--- src/rtl/qdma_fifo_crdt_arb_pkg.sv ---
// Shared types and helpers for the QDMA staging-FIFO credit arbiter.
package qdma_fifo_crdt_arb_pkg;

  // ARB: look for an eligible requester; ISSUE: hold the credit request until the FIFO grants.
  typedef enum logic {
    ARB   = 1'b0,
    ISSUE = 1'b1
  } crdt_arb_st_e;

  // Circular index step: (idx + off) mod n.
  function automatic int unsigned circ_add(input int unsigned idx,
                                           input int unsigned off,
                                           input int unsigned n);
    return (idx + off) % n;
  endfunction

endpackage

--- src/rtl/qdma_fifo_crdt_arb_if.sv ---
// Credit-request bus between the requesters, the arbiter and the staging FIFO.
//
// Handshake: a requester raises req_vld[i] with req_cnt[i] and holds both until
// req_gnt[i] pulses; the arbiter raises fifo_crdt_req with fifo_crdt_req_cnt and
// holds both until fifo_crdt_gnt is high. A transfer completes in the cycle where
// fifo_crdt_req and fifo_crdt_gnt are both high, and req_gnt is that same cycle.
// cons_vld/cons_cnt are single-cycle notifications with no back-pressure.
interface qdma_fifo_crdt_arb_if #(
  parameter int NUM_REQ = 4,
  parameter int CNT_W   = 2,
  parameter int CRDT_W  = 3
);
  logic [NUM_REQ-1:0]       req_vld;
  logic [NUM_REQ*CNT_W-1:0] req_cnt;
  logic [NUM_REQ-1:0]       req_gnt;
  logic [NUM_REQ-1:0]       cons_vld;
  logic [NUM_REQ*CNT_W-1:0] cons_cnt;
  logic                     fifo_crdt_req;
  logic [CNT_W-1:0]         fifo_crdt_req_cnt;
  logic                     fifo_crdt_gnt;
  logic [CRDT_W-1:0]        fifo_crdt;

  // Arbiter side.
  modport master (
    input  req_vld, req_cnt, cons_vld, cons_cnt, fifo_crdt_gnt, fifo_crdt,
    output req_gnt, fifo_crdt_req, fifo_crdt_req_cnt
  );

  // Requester / FIFO side.
  modport slave (
    output req_vld, req_cnt, cons_vld, cons_cnt, fifo_crdt_gnt, fifo_crdt,
    input  req_gnt, fifo_crdt_req, fifo_crdt_req_cnt
  );
endinterface

--- src/rtl/qdma_rr_pick.sv ---
// Combinational round-robin picker: first set bit of elig at or after rr_ptr.
module qdma_rr_pick
  import qdma_fifo_crdt_arb_pkg::*;
#(
  parameter int NUM_REQ = 4,
  parameter int IDX_W   = $clog2(NUM_REQ)
) (
  input  logic [NUM_REQ-1:0] elig,
  input  logic [IDX_W-1:0]   rr_ptr,
  output logic               win_vld,
  output logic [IDX_W-1:0]   win_idx
);

  // Scan circularly from rr_ptr and keep the first eligible index.
  always_comb begin
    logic [IDX_W-1:0] cand;
    cand    = '0;
    win_vld = 1'b0;
    win_idx = '0;
    for (int k = 0; k < NUM_REQ; k++) begin
      cand = IDX_W'(circ_add(32'(rr_ptr), k, NUM_REQ));
      if (!win_vld && elig[cand]) begin
        win_vld = 1'b1;
        win_idx = cand;
      end
    end
  end

endmodule

--- src/rtl/qdma_fifo_crdt_arb.sv ---
// Round-robin credit arbiter sharing one QDMA staging-FIFO credit port among
// NUM_REQ requesters, with a per-requester cap on outstanding credits.
module qdma_fifo_crdt_arb
  import qdma_fifo_crdt_arb_pkg::*;
#(
  parameter int TCQ        = 1,
  parameter int NUM_REQ    = 4,
  parameter int CNT_W      = 2,
  parameter int CRDT_W     = 3,
  parameter int MAX_OUTSTD = 4
) (
  input  logic                        clk,
  input  logic                        rst_n,
  qdma_fifo_crdt_arb_if.master        bus,
  output logic [NUM_REQ*CRDT_W-1:0]   outstd,
  output crdt_arb_st_e                fsm_state
);

  localparam int IDX_W = $clog2(NUM_REQ);

  // TCQ only exists for simulation-delay flows; registers here carry no delay.
  if (NUM_REQ < 2 || NUM_REQ > 16 || MAX_OUTSTD > (2**CRDT_W) - 1 || TCQ < 0) begin : g_param_err
    $error("qdma_fifo_crdt_arb: illegal parameter set");
  end

  crdt_arb_st_e       state;
  logic [IDX_W-1:0]   rr_ptr;
  logic [IDX_W-1:0]   win_idx;
  logic [CNT_W-1:0]   win_cnt;
  logic               err_undf;
  logic [NUM_REQ-1:0] elig;
  logic [NUM_REQ-1:0] undf_hit;
  logic               pick_vld;
  logic [IDX_W-1:0]   pick_idx;
  logic [CNT_W-1:0]   pick_cnt;
  logic               gnt_fire;

  assign gnt_fire  = (state == ISSUE) && bus.fifo_crdt_gnt;
  assign fsm_state = state;

  // Per-requester eligibility and outstanding-credit counter.
  for (genvar g = 0; g < NUM_REQ; g++) begin : g_req
    logic [CRDT_W-1:0] cnt_q;
    logic [CNT_W-1:0]  rc;
    logic [CRDT_W:0]   rc_x;
    logic [CRDT_W:0]   base_x;
    logic [CRDT_W:0]   sub_x;

    assign rc      = bus.req_cnt[g*CNT_W +: CNT_W];
    assign rc_x    = (CRDT_W+1)'(rc);
    assign elig[g] = bus.req_vld[g] && (rc != '0)
                     && (({1'b0, cnt_q} + rc_x) <= (CRDT_W+1)'(MAX_OUTSTD))
                     && (rc_x <= {1'b0, bus.fifo_crdt});

    // Grant adds and consume subtracts in the same cycle; underflow clamps at 0.
    assign base_x      = {1'b0, cnt_q}
                         + ((gnt_fire && (win_idx == IDX_W'(g))) ? (CRDT_W+1)'(win_cnt) : '0);
    assign sub_x       = bus.cons_vld[g] ? (CRDT_W+1)'(bus.cons_cnt[g*CNT_W +: CNT_W]) : '0;
    assign undf_hit[g] = base_x < sub_x;

    // Outstanding credits for requester g.
    always_ff @(posedge clk or negedge rst_n) begin
      if (!rst_n) cnt_q <= '0;
      else        cnt_q <= undf_hit[g] ? '0 : CRDT_W'(base_x - sub_x);
    end

    assign outstd[g*CRDT_W +: CRDT_W] = cnt_q;
  end

  qdma_rr_pick #(
    .NUM_REQ (NUM_REQ),
    .IDX_W   (IDX_W)
  ) u_pick (
    .elig    (elig),
    .rr_ptr  (rr_ptr),
    .win_vld (pick_vld),
    .win_idx (pick_idx)
  );

  // Select the request count of the picked requester.
  always_comb begin
    pick_cnt = '0;
    for (int i = 0; i < NUM_REQ; i++) begin
      if (pick_idx == IDX_W'(i)) pick_cnt = bus.req_cnt[i*CNT_W +: CNT_W];
    end
  end

  // Arbitration FSM: latch the winner in ARB, wait for the FIFO grant in ISSUE.
  always_ff @(posedge clk or negedge rst_n) begin
    if (!rst_n) begin
      state   <= ARB;
      rr_ptr  <= '0;
      win_idx <= '0;
      win_cnt <= '0;
    end else begin
      case (state)
        ARB: begin
          if (pick_vld) begin
            win_idx <= pick_idx;
            win_cnt <= pick_cnt;
            state   <= ISSUE;
          end
        end
        ISSUE: begin
          if (bus.fifo_crdt_gnt) begin
            rr_ptr <= IDX_W'(circ_add(32'(win_idx), 1, NUM_REQ));
            state  <= ARB;
          end
        end
        default: state <= ARB;
      endcase
    end
  end

  // Sticky record that a consume exceeded the outstanding count.
  always_ff @(posedge clk or negedge rst_n) begin
    if (!rst_n) err_undf <= 1'b0;
    else        err_undf <= err_undf | (|undf_hit);
  end

  assign bus.fifo_crdt_req     = (state == ISSUE);
  assign bus.fifo_crdt_req_cnt = (state == ISSUE) ? win_cnt : '0;
  assign bus.req_gnt           = gnt_fire ? (NUM_REQ'(1) << win_idx) : '0;

endmodule

--- src/flat_wrapper.sv ---
// flat-port wrapper written by rule: the top's interface ports become plain ports
module qdma_fifo_crdt_arb_flat import qdma_fifo_crdt_arb_pkg::*;
#(
  parameter int TCQ        = 1,
  parameter int NUM_REQ    = 4,
  parameter int CNT_W      = 2,
  parameter int CRDT_W     = 3,
  parameter int MAX_OUTSTD = 4
)
  (clk, rst_n, outstd, fsm_state, bus_req_vld, bus_req_cnt, bus_cons_vld, bus_cons_cnt, bus_fifo_crdt_gnt, bus_fifo_crdt, bus_req_gnt, bus_fifo_crdt_req, bus_fifo_crdt_req_cnt);
  qdma_fifo_crdt_arb_if #(.NUM_REQ(NUM_REQ), .CNT_W(CNT_W), .CRDT_W(CRDT_W)) bus_i ();
  input  logic clk;
  input  logic rst_n;
  output logic [NUM_REQ*CRDT_W-1:0] outstd;
  output crdt_arb_st_e fsm_state;
  input wire logic [$bits(bus_i.req_vld)-1:0] bus_req_vld;
  input wire logic [$bits(bus_i.req_cnt)-1:0] bus_req_cnt;
  input wire logic [$bits(bus_i.cons_vld)-1:0] bus_cons_vld;
  input wire logic [$bits(bus_i.cons_cnt)-1:0] bus_cons_cnt;
  input wire logic [$bits(bus_i.fifo_crdt_gnt)-1:0] bus_fifo_crdt_gnt;
  input wire logic [$bits(bus_i.fifo_crdt)-1:0] bus_fifo_crdt;
  output wire logic [$bits(bus_i.req_gnt)-1:0] bus_req_gnt;
  output wire logic [$bits(bus_i.fifo_crdt_req)-1:0] bus_fifo_crdt_req;
  output wire logic [$bits(bus_i.fifo_crdt_req_cnt)-1:0] bus_fifo_crdt_req_cnt;
  assign bus_i.req_vld = bus_req_vld;
  assign bus_i.req_cnt = bus_req_cnt;
  assign bus_i.cons_vld = bus_cons_vld;
  assign bus_i.cons_cnt = bus_cons_cnt;
  assign bus_i.fifo_crdt_gnt = bus_fifo_crdt_gnt;
  assign bus_i.fifo_crdt = bus_fifo_crdt;
  assign bus_req_gnt = bus_i.req_gnt;
  assign bus_fifo_crdt_req = bus_i.fifo_crdt_req;
  assign bus_fifo_crdt_req_cnt = bus_i.fifo_crdt_req_cnt;
  qdma_fifo_crdt_arb #(.TCQ(TCQ), .NUM_REQ(NUM_REQ), .CNT_W(CNT_W), .CRDT_W(CRDT_W), .MAX_OUTSTD(MAX_OUTSTD)) u_core (.clk(clk), .rst_n(rst_n), .bus(bus_i), .outstd(outstd), .fsm_state(fsm_state));
endmodule
--- config.mk ---
export PLATFORM = sky130hd
export DESIGN_NAME = qdma_fifo_crdt_arb_flat
export DESIGN_NICKNAME = d
export VERILOG_FILES = /design/src/rtl/qdma_fifo_crdt_arb_pkg.sv /design/src/rtl/qdma_fifo_crdt_arb_if.sv /design/src/rtl/qdma_rr_pick.sv /design/src/rtl/qdma_fifo_crdt_arb.sv /design/src/flat_wrapper.sv
export SDC_FILE = /design/constraint.sdc
export NUM_CORES = 1
export LEC_CHECK = 0
export BUFFER_PORTS_ARGS = -buffer_cell sky130_fd_sc_hd__buf_4
export CAP_MARGIN = 0
export CORE_ASPECT_RATIO = 0.8
export CORE_UTILIZATION = 59
export DETAILED_ROUTE_END_ITERATION = 10
export PLACE_DENSITY = 0.9
export SYNTH_ARGS = -nofsm -noshare
export SYNTH_HDL_FRONTEND = slang
export SYNTH_SLANG_ARGS = --single-unit
--- constraint.sdc ---
create_clock -name clk -period 7.5 [get_ports clk]
set_input_delay 1.875 -clock clk [delete_from_list [all_inputs] [get_ports clk]]
set_output_delay 1.875 -clock clk [all_outputs]
set_load 0.01 [all_outputs]
==> results.md, run 1 <==
* Horiz. Die Dim at 68.4 um
* Initial DRC count at 97
* Core Area at 3220 um2
* Worst path max stage delay at 0.17 ns
* CP most frequent cell: buf_4
* DR vias at 1837
* Synth Instances at 236
* Crit path buf inv count at 2
* Post-synthesis net count at 310
* CTS H-tree depth at 1
* Final nets at approximately 360
* First-pass GRT wire length at 7370 um
* Row count at 18
* Die footprint at roughly 3800 um2
* Data arrival, critical path at about 2.3 ns
* Ranking of synthesized cells by area: dfrtp_1, ha_1, fa_1
* Total track usage at 0.271
* TritonCTS Sinks at 19
* RSZ-0062 raised after global routing: no
* Largest net degree at the start of global routing at 20
* Clk pin slew, worst setup/hold paths at roughly 0.070 ns
* Vias/cell at approximately 5.6
* Port bufs at ~50
* Layout cells sized above 1 at 0.226
* Routed wire per std cell at around 14 um
* Crit path max fanout at 5
* CTS Root Cell: clkbuf_8
* Number of remaining DRC errors at 0
* Post-route ant nets at 0
* Max Cap Viol at 0
* Startpoint Class: input port
* Power Density at about 300 nW/um2
* Crit path max-delay family: buffers and inverters
* WP data required at 5.62 ns
* Synth async-reset ratio at 1.00
* DP Cell Count at 324
* Max Root-Sink Buffers at 2
* Syn. warnings at 0
* Slew Limit Fails at 0
* Number of global-route vias before repair at between 1500 and 2000
* Status: finished, final reports clean
* Gpl congestion at around 0.85
* DRT Pass-1 Iters at 4
* Final Instance Count excl. Fillers at approximately 330
* # hold bufs at CTS at 0
* Commonest non-fill, non-tap cells in the layout: buf_4, inv_1, ha_1, dfrtp_1, a21oi_1
* Crit. End Element: output port
* Worst-Skew Late Latency at 0.26 ns
* Grt total ovfl at 0
* Worst min path class: reg -> reg
* Initial Utilization at 0.646
* Synth top area share at 0.228
* Post-CTS sizing at 0
* Critical-path top delay cell: and3_1
* Average size of a mapped cell at 8.82 um2
* Commonest non-fill, non-tap cell in the layout: buf_4
* Slew HR at 0.698
* Clock skew at between 0.006 and 0.007 ns
* Top FF cell, synth: dfrtp_1
* Highest Clock Rate at about 240 MHz
* Chip height at between 50 and 60 um
* Leading area contributor after synthesis: dfrtp_1
* Synth cell types at 38
* Worst slew pin tran at about 0.45 ns
* Post-Syn Area at between 2000 and 2500 um2
* Setup Viol. Count Final at 0
* #FFs+latches synth at 19
* Final hold vios at 0
* Cell-by-cell trace of the critical path: buf_4 -> and3_1 -> buf_4
* Fillers at roughly 240
* Worst VDD drop at 192 uV
* CTS tree: built
* WS Path Type: in -> out
* Count of flip-flops with a built-in enable after synthesis at 0
* Layout area overhead at 21.9%
* Leakage at between 0.001 and 0.0015 uW
* Post-CTS Setup Bufs at 0
* Crit share post-route at 0.561
* Post-DP HPWL at between 3000 and 4000 um
* Ant diodes at 0
* Multi-input logic area at between 1000 and 1500 um2
* Top-Level Pins at 50
* CTS buffer count at 3
* Register area share after synthesis at 0.228
* Setup TNS at 0 ns
* Final Critical Period at about 4.2 ns
* Final wirelength at ~4500 um
* Antenna violations before repair at 0
* Reg area at approximately 480 um2
==> flip-flops by register name, summed over array words and instances, names as in the netlist <==
name                      count
u_core.g_req.cnt_q           12
u_core.win_idx                2
u_core.bus.fifo_crdt_req      1
u_core.win_cnt                2
u_core.rr_ptr                 2
==> per-stage QoR <==
step / setup slack, ns / instance area [um2] / power [uW] / hold slack, ns / util
global placement: 3.30 / 2490 / 656 / 0.523 / 0.774
global route: 3.26 / 2540 / 835 / 0.588 / 0.788
CTS: 3.30 / 2540 / 755 / 0.561 / 0.788
detailed placement: 3.27 / 2490 / 678 / 0.531 / 0.774
floorplan: 3.55 / 2080 / 517 / 0.487 / -
finish: 3.29 / 2540 / 753 / 0.568 / 0.788
==> final cells by class <==
type | instances | area share
clock buffers | 4 | 0.0178
inverters | 32 | 0.0473
multi-input cells | 184 | 0.583
flip-flops and latches | 19 | 0.187
well taps | 40 | 0.0197
repair buffers | 49 | 0.145
==> report_power, final <==
group          internal [uW]  switching (uW)
Clock                   37.8            36.0
Sequential               149            73.1
Combinational            231             226
==> synth_stat cells, drive strengths merged, types with 2 or more instances <==
cell type and number:
a211oi 2, a21o 5, a21oi 19, a221oi 2, and2 16, and3 4, dfrtp 19, fa 12
ha 32, inv 32, mux2 2, nand2 16, nand3 8, nand4 5, nor2 10, nor2b 12
o21ai 16, o31ai 2, or2 4, xnor2 2, xor2 3
==> per-layer routing <==
metal	wire length, um	GRT usage	vias up	part of all wire
met5	0	0	-	0
li1	-	-	910	-
met3	322	0.0471	8	0.072
met4	51	0.0625	0	0.011
met1	2080	0.379	858	0.46
met2	2040	0.440	61	0.45
==> logic make-up after synthesis <==
kind of cell    count (synthesis)  synth area share
simple gates                   81             0.217
xor+xnor                        5            0.0210
compound gates                 52             0.154
flops                          19             0.228
buf+inv                        33            0.0613
fa+ha+maj                      44             0.308
mux                             2            0.0108
==> worst reg2reg max path: stages (launching register included) <==
cell and delay [ns]:
dfrtp_1 0.43, inv_1 0.10, ha_1 0.21, and3_1 0.20, and2_1 0.16, ha_1 0.20, fa_1 0.47, fa_1 0.48
mux2_2 0.28, nand2_1 0.06, o21ai_0 0.07
==> final timing paths <==
path                       depth (start not counted)               from                        to  slack (ns)
setup / recovery                                   3  bus_fifo_crdt_gnt            bus_req_gnt[1]        3.29
hold / removal                                     1  u_core.win_idx[0]          u_core.rr_ptr[0]        0.57
setup reg to reg                                  10  u_core.win_idx[0]  u_core.g_req[0].cnt_q[2]        4.73
hold reg to reg                                    1  u_core.win_idx[0]          u_core.rr_ptr[0]        0.57
max in group asynchronous                          1              rst_n  u_core.g_req[0].cnt_q[0]        5.80
min in group asynchronous                          1              rst_n  u_core.g_req[1].cnt_q[1]        1.48
(Power assumes the default switching activity.)
==> inputs of run 2 (changes only) <==
CORE_UTILIZATION = 49   (was 59)
PLACE_DENSITY = 0.8   (was 0.9)
clock period = 3.6 ns   (was 7.5 ns; I/O delays follow)
==> results.md, run 2 (synthesis gave the netlist of run 1 again) <==
* Initial DRC count at 53 (-45%)
* Largest Register: u_core.g_req.cnt_q
* CTS H-tree depth at 1 (unchanged)
* Max reg flops at 12 (unchanged)
* CTS tree: built
* Layout cells sized above 1 at 0.226 (unchanged)
* Initial Utilization at 0.530 (-0.117)
* Final std cell area, no fill at 2560 um2 (+0.74%)
* DR vias at 1831 (-0.33%)
* Final nets at 363 (unchanged)
* Horiz. Die Dim at 74.9 um (+9.4%)
* Status: finished, final reports clean
* WP data required at 3.74 ns (-1.88 ns)
* TritonCTS Sinks at 19 (unchanged)
* Crit share post-route at 0.824
* Ant diodes at 0 (unchanged)
* Antenna violations before repair at 0 (unchanged)
* Crit. End Element: flip-flop
* Post-DP HPWL at 3770 um (+1.9%)
* Total track usage at 0.229 (-0.0420)
* RSZ-0062 raised after global routing: no
* Slew HR at 0.724 (+0.0258)
* # hold bufs at CTS at 0 (unchanged)
* Port bufs at 49 (unchanged)
* Top-Level Pins at 50 (unchanged)
* Setup TNS at 0 ns (unchanged)
* Final hold vios at 0 (unchanged)
* Max Cap Viol at 0 (unchanged)
* Post-route ant nets at 0 (unchanged)
* Worst VDD drop at 342 uV (+78%)
* Final Worst Setup Slack at 0.634 ns (-2.66 ns)
* Post-CTS sizing at 0 (unchanged)
* Row count at 20 (+2)
* Final Critical Period at around 3 ns
* Slew Limit Fails at 0 (unchanged)
* Post-CTS Setup Bufs at 0 (unchanged)
* Largest net degree at the start of global routing at 20 (unchanged)
* Chip height at 60.3 um (+9.4%)
* Worst slew pin tran at 0.408 ns (-0.0380 ns)
* Total power at 1560 uW (+110%)
* Clock skew at 0.00322 ns (-0.00329 ns)
* Setup Viol. Count Final at 0 (unchanged)
* DRT Pass-1 Iters at 4 (unchanged)
* WS Path Type: in -> reg
* CTS buffer count at 3 (unchanged)
* Max Root-Sink Buffers at 2 (unchanged)
* Post-Place Setup Slack at 0.376 ns (-2.89 ns)
* Vias/cell at 5.34 (-4.7%)
* Number of remaining DRC errors at 0 (unchanged)
* WHS at 0.499 ns (-0.0690 ns)
* Routed wire per std cell at 13.4 um (-2.1%)
* Highest Clock Rate at around 340 MHz
* Crit path max fanout at 5 (unchanged)
* Leakage at 0.00134 uW (unchanged)
* First-pass GRT wire length at 7670 um (+4.0%)
* Clk pin slew, worst setup/hold paths at 0.08 ns (about the same)
* Die footprint at 4520 um2 (+20%)
* Startpoint Class: input port
* Commonest non-fill, non-tap cell in the layout: buf_4
* Worst min path class: in -> async
* Core Area at 3930 um2 (+22%)
* Gpl congestion at 0.886 (+3.8%)
* Fillers at 339 (+40%)
* Commonest non-fill, non-tap cells in the layout: buf_4, inv_1, ha_1, dfrtp_1, a21oi_1
* Worst-Skew Late Latency at 0.26 ns (about the same)
* Power Density at 612 nW/um2 (+110%)
* Layout area overhead at 22.8%
* CTS Root Cell: clkbuf_8
* Data arrival, critical path at 3.10 ns (+0.77 ns)
* Grt total ovfl at 0 (unchanged)
* Area of placed instances at 2510 um2 (+0.75%)
* Final wirelength at 4590 um (+2.4%)
* Number of global-route vias before repair at 1666 (-1.7%)
## run 2: cell counts in the layout (fill, tap and decap cells not counted)
Identical to the previous run, type by type.
## run 2: final timing paths
kind / end / depth (start not counted) / from / slack [ns]
min: u_core.g_req[2].cnt_q[1] / 1 / rst_n / 0.50
max in group asynchronous: u_core.g_req[3].cnt_q[0] / 1 / rst_n / 2.88
min in group clk: u_core.rr_ptr[0] / 1 / u_core.win_idx[0] / 0.55
max reg2reg: u_core.g_req[0].cnt_q[2] / 10 / u_core.win_idx[0] / 0.80
min reg2reg: u_core.rr_ptr[0] / 1 / u_core.win_idx[0] / 0.55
max: u_core.win_cnt[1] / 11 / bus_req_cnt[0] / 0.63
## run 2: layout make-up
cell class | instances | area, um2 | area share
flip-flops and latches | 19 | 475 | 0.186
multi-input cells | 184 | 1480 | 0.579
clock buffers | 4 | 45.0 | 0.0176
repair buffers | 49 | 368 | 0.144
well taps | 55 | 68.8 | 0.0269
inverters | 32 | 120 | 0.0470
## run 2: where the power goes
group | internal (uW) | switching (uW) | total (uW) | leakage [uW]
logic | 478 | 466 | 944 | 0.00108
clock network | 78.9 | 78.0 | 157 | 0.0000228
registers | 310 | 152 | 462 | 0.000236
## run 2: through the flow
step | std cells | util
after floorplan | 236 | -
after global placement | 339 | 0.639
after detailed placement | 339 | 0.639
after CTS | 343 | 0.651
after global routing | 343 | 0.651
final | 343 | 0.651
## run 2: critical path, cell delays in order
cell and delay [ns]:
buf_4 0.10, ha_1 0.16, inv_1 0.05, fa_1 0.46
or2b_2 0.29, a21oi_2 0.20, nand4_1 0.16, o211a_1 0.29
and2_4 0.19, a211oi_1 0.22, a221oi_1 0.07
## run 2: routing by layer
metal / GRT usage / part of all wire / up-vias
met1: 0.313 / 0.48 / 865
met2: 0.373 / 0.47 / 48
li1: - / - / 914
met4: 0.0566 / 0.0070 / 0
met5: 0 / 0 / -
met3: 0.0472 / 0.045 / 4
